**src/rtl/kinase_ctrl_pkg.sv**
```systemverilog
// Shared types and helpers for the kinase assay valve controller.
// Pump patterns are built on a fixed-width vector and sliced by the user.
package kinase_ctrl_pkg;

  typedef enum logic [2:0] {StIdle, StLoad, StMix, StFlush, StDone} state_e;

  localparam int unsigned MaxValves     = 32;
  localparam int unsigned DefPumpValves = 3;

  // One full rotation visits each valve alone and then paired with its successor.
  function automatic int unsigned phase_count(input int unsigned n);
    return 2 * n;
  endfunction

  function automatic logic [MaxValves-1:0] pump_pattern(input int unsigned phase,
                                                        input int unsigned n);
    int unsigned           k;
    logic [MaxValves-1:0]  v;
    k = phase / 2;
    v = MaxValves'(1) << k;
    if (phase[0]) v = v | (MaxValves'(1) << ((k + 1) % n));
    return v;
  endfunction

endpackage

```
**src/rtl/peristaltic_phase_gen.sv**
```systemverilog
// Peristaltic pump sequencer: phase, dwell and rotation counters with a
// registered valve pattern (all valves closed whenever not running).
module peristaltic_phase_gen
  import kinase_ctrl_pkg::*;
#(
  parameter int unsigned PUMP_VALVES = DefPumpValves,
  parameter int unsigned TICK_W      = 16,
  parameter int unsigned CYC_W       = 8
) (
  input  logic                   clk,
  input  logic                   rst_n,
  input  logic                   start_i,
  input  logic                   en_i,
  input  logic [TICK_W-1:0]      dwell_i,
  input  logic [CYC_W-1:0]       rotations_i,
  output logic [PUMP_VALVES-1:0] pattern_o,
  output logic                   rot_done_o
);

  localparam int unsigned Phases = phase_count(PUMP_VALVES);
  localparam int unsigned PhaseW = $clog2(Phases);

  logic [PhaseW-1:0]      phase_q, phase_d;
  logic [TICK_W-1:0]      dwell_q, dwell_d, dwell_m1;
  logic [CYC_W-1:0]       rot_q, rot_d;
  logic [PUMP_VALVES-1:0] pattern_q, pattern_d;
  logic [MaxValves-1:0]   pat_full;
  logic                   last_phase;

  assign dwell_m1   = (dwell_i == '0) ? '0 : dwell_i - TICK_W'(1);
  assign last_phase = (phase_q == PhaseW'(Phases - 1));
  // High during the final clock of the final rotation.
  assign rot_done_o = (rot_q == CYC_W'(1)) && last_phase && (dwell_q == '0);
  assign pattern_o  = pattern_q;

  always_comb begin
    phase_d = phase_q;
    dwell_d = dwell_q;
    rot_d   = rot_q;
    if (start_i) begin
      phase_d = '0;
      dwell_d = dwell_m1;
      rot_d   = rotations_i;
    end else if (en_i) begin
      if (dwell_q != '0) begin
        dwell_d = dwell_q - TICK_W'(1);
      end else begin
        dwell_d = dwell_m1;
        if (last_phase) begin
          phase_d = '0;
          rot_d   = rot_q - CYC_W'(1);
        end else begin
          phase_d = phase_q + PhaseW'(1);
        end
      end
    end
    pat_full  = pump_pattern(32'(phase_d), PUMP_VALVES);
    pattern_d = (start_i || en_i) ? pat_full[PUMP_VALVES-1:0] : '1;
  end

  always_ff @(posedge clk or negedge rst_n) begin
    if (!rst_n) begin
      phase_q   <= '0;
      dwell_q   <= '0;
      rot_q     <= '0;
      pattern_q <= '1;
    end else begin
      phase_q   <= phase_d;
      dwell_q   <= dwell_d;
      rot_q     <= rot_d;
      pattern_q <= pattern_d;
    end
  end

endmodule

```
**src/rtl/kinase_array_ctrl.sv**
```systemverilog
// Kinase assay array valve controller: accepts a command, then runs a timed
// LOAD -> MIX -> FLUSH sequence with abort; every output is registered.
module kinase_array_ctrl
  import kinase_ctrl_pkg::*;
#(
  parameter int unsigned CHANNELS    = 6,
  parameter int unsigned PUMP_VALVES = DefPumpValves,
  parameter int unsigned TICK_W      = 16,
  parameter int unsigned CYC_W       = 8
) (
  input  logic                   clk,
  input  logic                   rst_n,
  input  logic                   cmd_valid_i,
  output logic                   cmd_ready_o,
  input  logic [CHANNELS-1:0]    cmd_mask_i,
  input  logic [CYC_W-1:0]       cmd_cycles_i,
  input  logic                   cmd_flush_i,
  input  logic [TICK_W-1:0]      cfg_load_i,
  input  logic [TICK_W-1:0]      cfg_dwell_i,
  input  logic [TICK_W-1:0]      cfg_flush_i,
  input  logic                   abort_i,
  output logic [CHANNELS-1:0]    ctrl_in_o,
  output logic [CHANNELS-1:0]    ctrl_out_o,
  output logic [PUMP_VALVES-1:0] pump_o,
  output logic [CHANNELS-1:0]    flush_en_o,
  output logic                   busy_o,
  output logic                   done_o
);

  state_e              state_q, state_d;
  logic [CHANNELS-1:0] mask_q, mask_d;
  logic [CYC_W-1:0]    cycles_q;
  logic                flush_q;
  logic [TICK_W-1:0]   dwell_q, flush_m1_q, tick_q, tick_d;
  logic                cmd_ready_q, busy_q, done_q;
  logic [CHANNELS-1:0] ctrl_in_q, ctrl_out_q, flush_en_q;
  logic                accept, mix_start, mix_en, rot_done;

  assign accept    = cmd_valid_i && cmd_ready_q;
  assign mask_d    = accept ? cmd_mask_i : mask_q;
  assign mix_start = (state_q == StLoad) && (state_d == StMix);
  assign mix_en    = (state_q == StMix) && (state_d == StMix);

  always_comb begin
    state_d = state_q;
    unique case (state_q)
      StIdle:  if (accept) state_d = StLoad;
      StLoad: begin
        if (abort_i)               state_d = StFlush;
        else if (tick_q == '0) begin
          if (cycles_q != '0)      state_d = StMix;
          else if (flush_q)        state_d = StFlush;
          else                     state_d = StDone;
        end
      end
      StMix: begin
        if (abort_i)               state_d = StFlush;
        else if (rot_done)         state_d = flush_q ? StFlush : StDone;
      end
      StFlush: if (tick_q == '0) state_d = StDone;
      StDone:  state_d = StIdle;
      default: state_d = StIdle;
    endcase
  end

  // One shared down-counter times both LOAD and FLUSH; it is reloaded on entry.
  always_comb begin
    tick_d = tick_q;
    if (accept) begin
      tick_d = (cfg_load_i == '0) ? '0 : cfg_load_i - TICK_W'(1);
    end else if ((state_d == StFlush) && (state_q != StFlush)) begin
      tick_d = flush_m1_q;
    end else if (tick_q != '0) begin
      tick_d = tick_q - TICK_W'(1);
    end
  end

  always_ff @(posedge clk or negedge rst_n) begin
    if (!rst_n) begin
      state_q     <= StIdle;
      mask_q      <= '0;
      cycles_q    <= '0;
      flush_q     <= 1'b0;
      dwell_q     <= '0;
      flush_m1_q  <= '0;
      tick_q      <= '0;
      cmd_ready_q <= 1'b0;
      busy_q      <= 1'b0;
      done_q      <= 1'b0;
      ctrl_in_q   <= '0;
      ctrl_out_q  <= '0;
      flush_en_q  <= '0;
    end else begin
      state_q <= state_d;
      tick_q  <= tick_d;
      mask_q  <= mask_d;
      if (accept) begin
        cycles_q   <= cmd_cycles_i;
        flush_q    <= cmd_flush_i;
        dwell_q    <= cfg_dwell_i;
        flush_m1_q <= (cfg_flush_i == '0) ? '0 : cfg_flush_i - TICK_W'(1);
      end
      cmd_ready_q <= (state_d == StIdle);
      busy_q      <= (state_d != StIdle);
      done_q      <= (state_d == StDone);
      ctrl_in_q   <= (state_d == StLoad) ? mask_d : '0;
      ctrl_out_q  <= (state_d == StFlush) ? mask_d : '0;
      flush_en_q  <= (state_d == StFlush) ? mask_d : '0;
    end
  end

  peristaltic_phase_gen #(
    .PUMP_VALVES (PUMP_VALVES),
    .TICK_W      (TICK_W),
    .CYC_W       (CYC_W)
  ) u_phase_gen (
    .clk         (clk),
    .rst_n       (rst_n),
    .start_i     (mix_start),
    .en_i        (mix_en),
    .dwell_i     (dwell_q),
    .rotations_i (cycles_q),
    .pattern_o   (pump_o),
    .rot_done_o  (rot_done)
  );

  assign cmd_ready_o = cmd_ready_q;
  assign busy_o      = busy_q;
  assign done_o      = done_q;
  assign ctrl_in_o   = ctrl_in_q;
  assign ctrl_out_o  = ctrl_out_q;
  assign flush_en_o  = flush_en_q;

endmodule
```
**config.mk**
```make
export PLATFORM = sky130hd
export DESIGN_NAME = kinase_array_ctrl
export DESIGN_NICKNAME = d
export VERILOG_FILES = /design/src/rtl/kinase_ctrl_pkg.sv /design/src/rtl/peristaltic_phase_gen.sv /design/src/rtl/kinase_array_ctrl.sv
export SDC_FILE = /design/constraint.sdc
export NUM_CORES = 1
export LEC_CHECK = 0
export BUFFER_PORTS_ARGS = -buffer_cell sky130_fd_sc_hd__buf_2
export CORE_AREA = 2 2 119 121
export CTS_CLUSTER_SIZE = 8
export DETAILED_ROUTE_END_ITERATION = 6
export DIE_AREA = 0 0 121 123
export PLACE_DENSITY = 0.67
export SLEW_MARGIN = 20
export SYNTH_ARGS = -nofsm -noshare
export SYNTH_HDL_FRONTEND = slang
export SYNTH_SLANG_ARGS = --single-unit
```
**constraint.sdc**
```tcl
create_clock -name clk -period 4.5 [get_ports clk]
set_clock_uncertainty 0.05 [all_clocks]
set_input_delay 0.675 -clock clk [delete_from_list [all_inputs] [get_ports clk]]
set_output_delay 0.675 -clock clk [all_outputs]
set_load 0.02 [all_outputs]
```
* Word-level counts from Yosys, hierarchy flattened
Cells that the tools add are included.
** Word-level totals
- Register bits after elaboration :: 111
- Output and inout bits :: 24
** Operators by class
- Equality and inequality tests :: 11
- Add/subtract/negate cells :: 8
- Reduce and logical (&&, ||, !) cells :: 22
- Mux-type cells :: 31
- Div/mod/pow operators :: 1
- Shifts and indexed selects :: 2
- Bitwise operators :: 1
** Operator list (count)
- 2-to-1 mux 16 bit :: 9
- logical NOT 16 bit :: 5
- subtractor 16 x 1 -> 16 bit, second input constant :: 5
- 2-to-1 mux 3 bit :: 14
- remainder unit 32 x 2 -> 32 bit, second input constant :: 1
- 2-to-1 mux 8 bit :: 4
- nonzero test 16 bit :: 2
- << shifter 1 x 32 -> 3 bit, first input constant :: 1
- 2-to-1 mux 6 bit :: 3
- equality test 3 x 2 -> 1 bit, second input constant :: 4
- one-hot mux 3 bit (4 select lines) :: 1
- equality test 8 x 1 -> 1 bit, second input constant :: 1
- nonzero test 8 bit :: 1
- subtractor 8 x 1 -> 8 bit, second input constant :: 1
- equality test 3 x 1 -> 1 bit, second input constant :: 2
- equality test 3 bit, second input constant :: 2
- logical AND 1 bit :: 6
- logical NOT 3 bit :: 2
- nonzero test 3 bit :: 2
- nonzero test 2 bit :: 2
- adder 2 x 1 -> 3 bit, second input constant :: 1
- adder 3 x 1 -> 3 bit, second input constant :: 1
- != test 3 x 2 -> 1 bit, second input constant :: 1
- bitwise OR 3 bit :: 1
- 4 further kinds :: 4

* Longest topological paths before layout
Gate-level depths: netlist (run 1).
- Depth after elaboration :: 16
- Depth in mapped cells :: 12
- Gate-level depth less buffers :: 12

* Hierarchy
A second synthesis (run 1) with hierarchy kept.
** Second synthesis, totals
- Cells, all modules :: 723
- Area, all modules :: 6465.0 um^2
** By module, submodules not included
- kinase_array_ctrl :: sequential area each 2026.9 um^2, instances 1, cells each 468, area each 4261.6 um^2
- peristaltic_phase_gen :: sequential area each 754.5 um^2, instances 1, cells each 255, area each 2203.4 um^2

* Worst setup path after synthesis (run 1)
OpenSTA, ideal clock, no wires.
- Kind :: register to register
- Start :: reg tick_q[0]
- End :: reg u_phase_gen.pattern_q[2] (netlist: u_phase_gen.pattern_o[2])
- Library setup time :: 0.081 ns
- Arrival :: 2.950 ns
- Cell stages (with the launch flop) :: 13
- Clock period less this slack :: 3.081 ns
- Path slack :: 1.419 ns
- Path buffers :: 1
- Path through :: dfrtp_1 inv_1 ha_1 nor4b_1 and4_1 o221ai_2 a211oi_4 o21ai_2 clkbuf_1 o31a_1 ha_1 mux2i_1 nand2_1
** On the way
- Word-level cells in the longest chain between the ends :: 14
- Elaborated cells between the ends (all ways) :: 18
- Those cells by class :: 1 x add/sub; 1 x div; 1 x eq/ne; 2 x shift; 8 x mux; 1 x bitwise; 4 x reduce/logical
** RTL lines
- start: declaration :: line kinase_array_ctrl.sv:34 : logic [TICK_W-1:0] dwell_q, flush_m1_q, tick_q, tick_d;
- start signal: assignment :: line kinase_array_ctrl.sv:95 : tick_q <= tick_d;
- logical NOT 16 bit (*) :: line kinase_array_ctrl.sv:50, kinase_array_ctrl.sv:60
- 2-to-1 mux 3 bit :: line kinase_array_ctrl.sv:50 : else if (tick_q == '0) begin
- 2-to-1 mux 3 bit :: line kinase_array_ctrl.sv:49 : if (abort_i) state_d = StFlush;
- one-hot mux 3 bit (4 select lines) (*) :: line kinase_array_ctrl.sv:46 : unique case (state_q)
- equality test 3 x 2 -> 1 bit (*) :: line kinase_array_ctrl.sv:41, kinase_array_ctrl.sv:42
- logical AND 1 bit :: line kinase_array_ctrl.sv:42 : assign mix_en = (state_q == StMix) && (state_d == StMix);
- 2-to-1 mux 3 bit :: line peristaltic_phase_gen.sv:44 : end else if (en_i) begin
- 2-to-1 mux 3 bit :: line peristaltic_phase_gen.sv:40 : if (start_i) begin
- adder 2 x 1 -> 3 bit :: line kinase_ctrl_pkg.sv:21 : if (phase[0]) v = v | (MaxValves'(1) << ((k + 1) % n));
- remainder unit 32 x 2 -> 32 bit :: line kinase_ctrl_pkg.sv:21
- << shifter 1 x 32 -> 3 bit :: line kinase_ctrl_pkg.sv:21
- bitwise OR 3 bit :: line kinase_ctrl_pkg.sv:21
- 2-to-1 mux 3 bit :: line kinase_ctrl_pkg.sv:21
- 2-to-1 mux 3 bit (*) :: line peristaltic_phase_gen.sv:58 : pattern_d = (start_i || en_i) ? pat_full[PUMP_VALVES-1:0] : '1;
- net u_phase_gen.pattern_d[2] :: line peristaltic_phase_gen.sv:26 : logic [PUMP_VALVES-1:0] pattern_q, pattern_d;
- end signal: assignment :: line peristaltic_phase_gen.sv:71 : pattern_q <= pattern_d;
- end: declaration :: line peristaltic_phase_gen.sv:26
The timed path passes the listed nets; every way through them passes the cells marked *.
A chain may end at the register's enable or synchronous reset.

* Worst setup path after layout (run 1)
Same ends and word-level chain as after synthesis.

==> impl_results.md, run 1 <==
- F_max: 284 MHz
- Main synth FF type: dfrtp_1
- Fin area: 7540 sq um
- Area growth, synth to finish: 13.9%
- Asr flop ratio synth: 1.00
- Final period utilization: 0.783
- Status: complete, no violations
- # rows: 43
- WS Path Type: flip-flop to flip-flop
- CP max stage cell: dfrtp_1
- Pre-CTS setup slack: 1050 ps
- Max-slew violation count: 0
- Actual slew at the worst max-slew pin: 764 ps
- RePlAce Congestion: 0.904
- Cell variety after synth: 68
- Largest net degree at the start of global routing: 87
- Initial antenna violation count: 0
- Die Footprint: 14900 sq um
- Antenna-violating nets left: 0
- Synthesized Nets: 850
- Post-DP Area: 7200 sq um
- Required @ worst endpoint: 4720 ps
- Critical Path Max Stage Delay: 440 ps
- Post-CTS Setup Inserts: 0
- Finished Layout Cells: 1029
- Vias: 5856
- EDFF count, synth: 0
- Skew-Pair Late Insertion Delay: 370 ps
- Total Wirelength: 16400 um
- Worst relative slew slack: 0.487
- Final worst path period need: 3520 ps
- Core ar.: 13600 sq um
- Longest Clk Path Bufs: 2
- Leakage: 3.35 nW
- Synth Cell Area: 6620 sq um
- Crit start category: flip-flop
- Syn avg cell area: 8.59 sq um
- CTS Root Cell: clkbuf_16
- CP most frequent cell: ha_1
- Pwr dens: 396 nW/um^2
- Hold buffers post-CTS: 0
- Post-detail-place hpwl: 12000 um
- Final setup violation count: 0
- R2r setup slk: 980 ps
- RSZ-0062 raised after global routing: no
- # placed instances: 1013
- Cell taking the most area after synthesis: dfrtp_1
- First drt pass iteration count: 5
- Synthesis-stage register bit count: 111
- CTS tree: yes
- Syn Inst Count: 771
- VDD IR max: 0.262 mV
- Top cell type's share of synthesized area: 0.408
- Total Power: 2.98 mW
- DRC Markers: 0
- Post-CTS Resized: 0
- Register area share after synthesis: 0.420
- Clk slew on worst S/H paths: 80 ps
- Vias in the first global route: 5645
- Synth area leaders: dfrtp_1 41%, nand2_1 8.3%, nor2_1 4.0%
- Hold Path Class: primary input to asynchronous set/reset pin
- Worst r2r src: tick_q[0]
- Final net count: 923
- Ant diodes: 0
- CP endpoint: u_phase_gen.pattern_o[2]
- Worst setup path startpoint: tick_q[0]
- Port Buffer Count: 90
- IO Pins: 91
- Die Ht: 123 um
- Number of max-cap violations: 0
- Final hold violations: 0
- R2R depth: 13
- Die X: 121 um
- Initial Util: 0.486
- Fin Setup TNS: 0 ps
- Vias/cell: 5.69
- CTS Sinks: 111
- All-Layer GR Usage: 0.228
- Crit Reg-Reg Endpoint: u_phase_gen.pattern_o[2]
- Yosys warnings: 0
- Crit-path max FO: 25
- Worst Setup End Kind: flip-flop
- Critical-path cell list: inv_1 > ha_1 > nor4b_1 > and4_1 > o221ai_2 > a211oi_4 > o21ai_2 > buf_4 > o21ai_0 > o31a_1 > ha_1 > mux2i_1 > nand2_1
- First-pass GRT wire length: 27100 um
- CTS buffer count: 9
- Final worst slack: 977 ps
- GRT overflow: 0
- CTS HTree Levels: 3
- DRT iter0 DRCs: 322
- Layout cell share with drive strength beyond 1: 0.172
- Worst Path Arrival: 3740 ps
- Wire per inst: 15.9 um
cell usage in the layout (no fill, tap or decap), types with 9 or more instances in the layout:
master,instances
nor4_1,15
clkbuf_16,9
nand2_1,147
buf_2,89
a21oi_1,48
nor3_1,22
dfrtp_1,108
nor2_1,71
xnor2_1,30
inv_1,28
mux2i_1,11
nand3_1,11
o21ai_0,52
xor2_1,22
ha_1,12
or4_1,11
per-stage QoR:
| stage | hold slack [ps] | util |
|---|---|---|
| floorplan | 329 | - |
| global placement | 412 | 0.528 |
| detailed placement | 418 | 0.529 |
| CTS | 430 | 0.554 |
| global route | 379 | 0.554 |
| finish | 316 | 0.554 |
flip-flops by register name, summed over array words and instances, names as in the netlist:
name                   flops
tick_q                    16
state_q                    3
u_phase_gen.phase_q        3
flush_q                    1
cmd_ready_o                1
mask_q                     6
flush_m1_q                16
dwell_q                   16
flush_en_o                 6
ctrl_in_o                  6
cycles_q                   8
done_o                     1
u_phase_gen.pattern_o      3
u_phase_gen.dwell_q       16
u_phase_gen.rot_q          8
busy_o                     1
worst min path at each step:
stage	startpoint	to	slack (ps)	cells past startpoint
after floorplan	rst_n	busy_o	330	0
after CTS	cfg_dwell_i[9]	dwell_q[9]	430	3
after global routing	rst_n	tick_q[4]	380	1
after global placement	flush_m1_q[15]	flush_m1_q[15]	410	2
after detailed placement	flush_m1_q[13]	flush_m1_q[13]	420	2
final	rst_n	tick_q[4]	320	1
report_power, final:
part	switching [mW]	internal, mW
logic	0.393	0.328
clock network	0.420	0.456
registers	0.214	1.17
total	1.03	1.96
metal layers:
layer  wire [um]  global-route usage
met1        7630               0.305
met2        7340               0.363
met3        1180              0.0678
met4         235              0.0552
met5           0                   0
final cells by class:
| class | count | area, sq um |
|---|---|---|
| fill | 1266 | 6070 |
| timing repair buffer | 98 | 517 |
| multi-input combinational | 596 | 3570 |
| inverter | 28 | 105 |
| sequential | 111 | 2780 |
| tap | 180 | 225 |
| clock buffer | 9 | 225 |
| clock inverter | 7 | 115 |
cells by family (layout without fill, tap and decap cells):
logic type	after synthesis	after routing	synth area share
AO/OA/AOI/OAI	176	176	0.171
XOR/XNOR	52	52	0.0688
adder cells (fa/ha/maj)	12	12	0.0227
buffers and inverters	64	142	0.0412
flip-flops	111	111	0.420
multiplexers	14	14	0.0223
AND/OR/NAND/NOR	342	342	0.254
worst max-delay path, delay by kind of cell, from the launching register on:
family	cells	cell delay, ps
simple gates	3	830
mux	1	150
buf+inv	2	310
compound gates	5	1170
flops	1	440
fa+ha+maj	2	480
cell usage after synthesis, types with 4 or more instances:
library cell,instances
o2111ai_1,4
or4_1,11
clkbuf_1,20
ha_1,12
dfrtp_1,108
nand2b_1,6
nor4_2,4
nor3b_1,5
nor4_1,15
nor2_1,71
o31a_1,4
xnor2_1,30
inv_1,28
or4_4,5
or3_1,8
nand4_1,7
nor3_1,22
xor2_1,22
mux2i_1,11
nor2b_1,6
nand2_1,147
a21oi_1,48
a31oi_1,8
buf_4,6
o31ai_1,8
buf_2,8
o211ai_1,5
nand3_1,11
o21ai_0,52
a22oi_1,5
a22o_1,5
o21ai_1,6
nor4b_1,5
o22ai_1,5
No activity file was read; power rests on OpenSTA's default activity.
==> inputs of run 2 (changes only) <==
Settings changed: ABC_AREA set to 1, CORE_AREA 2 2 119 121 to 2 2 121 123, DIE_AREA 0 0 121 123 to 0 0 123 125, PLACE_DENSITY 0.67 to 0.71.
Clock period 4.5 ns to 3.21 ns, I/O delays scaled along.
==> impl_results.md, run 2 <==
- GRT overflow: 0
- EDFF count, synth: 0
- Syn avg cell area: 7.38 sq um
- Post-CTS Setup Inserts: 0
- CTS tree: yes
- Vias/cell: 5.06
- Initial Util: 0.490
- Final setup violation count: 0
- Final worst path period need: 2840 ps
- IO Pins: 91
- Vias: 6144
- Crit-path max FO: 7
- Hold buffers post-CTS: 0
- Hold Path Class: primary input to asynchronous set/reset pin
- Syn Inst Count: 943
- Initial antenna violation count: 0
- Max-slew violation count: 0
- Synthesis-stage register bit count: 111
- Yosys warnings: 0
- Leakage: 3.94 nW
- Most common cell after layout, fill and taps aside: nand2_1
- Worst Path Arrival: 3080 ps
- CTS Root Cell: clkbuf_16
- Post-synth top cells: 255 x nand2_1, 108 x dfrtp_1, 108 x nor2_1
- Core ar.: 14200 sq um
- Final worst slack: 369 ps
- Skew-Pair Late Insertion Delay: 360 ps
- Worst Setup End Kind: flip-flop
- DR WL met2: 7310 um
- WS Path Type: flip-flop to flip-flop
- Fin Setup TNS: 0 ps
- Synthesized Nets: 1022
- Final hold violations: 0
- RePlAce Congestion: 0.915
- All-Layer GR Usage: 0.227
- Longest Clk Path Bufs: 2
- Number of max-cap violations: 0
- Synth area leaders: dfrtp_1 39%, nand2_1 14%, nor2_1 5.8%
- First drt pass iteration count: 5
- Area growth, synth to finish: 12.8%
- Synth Cell Area: 6960 sq um
- Final net count: 1104
- # rows: 44
- Vias in the first global route: 5724
- Cell variety after synth: 41
- Most frequent cells in the layout: 255 x nand2_1, 108 x nor2_1, 108 x dfrtp_1, 96 x inv_1, 89 x buf_2
- Wire per inst: 13.4 um
- Layout cell share with drive strength beyond 1: 0.180
- Filler cells: 1380
- Ant diodes: 0
- DRT iter0 DRCs: 412
- First-pass GRT wire length: 27900 um
- Post-detail-place hpwl: 12200 um
- Top-count cell post-synth: nand2_1
- RSZ-0062 raised after global routing: no
- CTS buffer count: 9
- Clk slew on worst S/H paths: 80 ps
- Asr flop ratio synth: 1.00
- Required @ worst endpoint: 3450 ps
- CTS Sinks: 111
- Port Buffer Count: 90
- Actual slew at the worst max-slew pin: 630 ps
- Die Footprint: 15400 sq um
- Max layer used: met4
- Register area share after synthesis: 0.400
- Post-CTS Resized: 0
- Main synth FF type: dfrtp_1
- Antenna-violating nets left: 0
- M1 WL: 7880 um
- Pwr dens: 802 nW/um^2
- DRC Markers: 0
- Final period utilization: 0.885
- Met3 wire len: 830 um
- CTS HTree Levels: 3
- VDD IR max: 0.417 mV
- F_max: 352 MHz
- Worst relative slew slack: 0.580
- Total Wirelength: 16300 um
- Die X: 123 um
- Largest net degree at the start of global routing: 61
- Die Ht: 125 um
- Final Util: 0.553
- Pre-CTS setup slack: 380 ps
- Status: complete, no violations
- Crit start category: flip-flop
- Top cell type's share of synthesized area: 0.388
- Cell taking the most area after synthesis: dfrtp_1
==> run 2: changes by cell type in the layout (fill, tap and decap cells not counted), moves of 20 or more <==
cell	change
nand2_1	+108
a21oi_1	-32
inv_1	+68
inv_2	+20
nand3_1	+44
nor2_1	+37
xor2_1	+21
==> run 2: path summary, 6_finish.rpt <==
path	depth (start not counted)	from	to	slack [ps]
worst max-delay path	20	u_phase_gen.dwell_q[0]	u_phase_gen.pattern_o[2]	370
worst min-delay path	1	rst_n	dwell_q[0]	70
worst max register to register	20	u_phase_gen.dwell_q[0]	u_phase_gen.pattern_o[2]	370
worst min register to register	2	flush_m1_q[14]	flush_m1_q[14]	430
max in group asynchronous	2	rst_n	u_phase_gen.pattern_o[1]	2230
min in group clk	3	cmd_cycles_i[4]	cycles_q[4]	260
==> run 2: layout make-up <==
cell class	instances	area (sq um)	area share
inverter	116	435	0.0555
multi-input combinational	689	3570	0.455
clock inverter	7	95.1	0.0121
sequential	111	2780	0.354
clock buffer	9	225	0.0287
timing repair buffer	98	513	0.0653
tap	184	230	0.0293
==> run 2: per-layer routing <==
metal | vias up | track usage
met4 | 0 | 0.0682
met1 | 2792 | 0.338
li1 | 3173 | -
met3 | 18 | 0.0319
met5 | - | 0
met2 | 161 | 0.343
==> run 2: metrics by stage <==
step	std cells	hold WS, ps	total power, mW	instance area [sq um]
2_1_floorplan	943	136	4.47	6960
3_3_place_gp	1198	410	5.07	7530
3_5_place_dp	1198	414	5.11	7530
4_1_cts	1214	96.3	6.32	7850
5_1_grt	1214	129	6.84	7850
6_report	1214	72.6	6.30	7850
==> run 2: logic make-up after synthesis <==
kind of cell	Yosys count	synth area share
AO/OA/AOI/OAI	106	0.0850
buffers and inverters	143	0.0874
adder cells (fa/ha/maj)	12	0.0216
flip-flops	111	0.400
AND/OR/NAND/NOR	514	0.335
XOR/XNOR	57	0.0717
==> run 2: critical path, cell delays in order, from the launching register on <==
cell and delay [ps]:
dfrtp_1 420, inv_1 120, ha_1 190, nand2_1 70
nor2_1 110, nand2_1 70, nor2_2 170, nand2_1 70
nand2_1 60, nand3_1 70, nand2_2 110, nand3_4 130
nand3_1 150, inv_2 90, nand2_1 60, nand2_1 60
nor2_1 200, inv_1 120, ha_1 300, nand3_1 80
nand3_1 80
==> run 2: power breakdown <==
group          switching (mW)  internal, mW  leakage (nW)
combinational            1.71         0.993          2.44
sequential              0.418          2.00          1.35
clock                   0.614         0.569         0.151
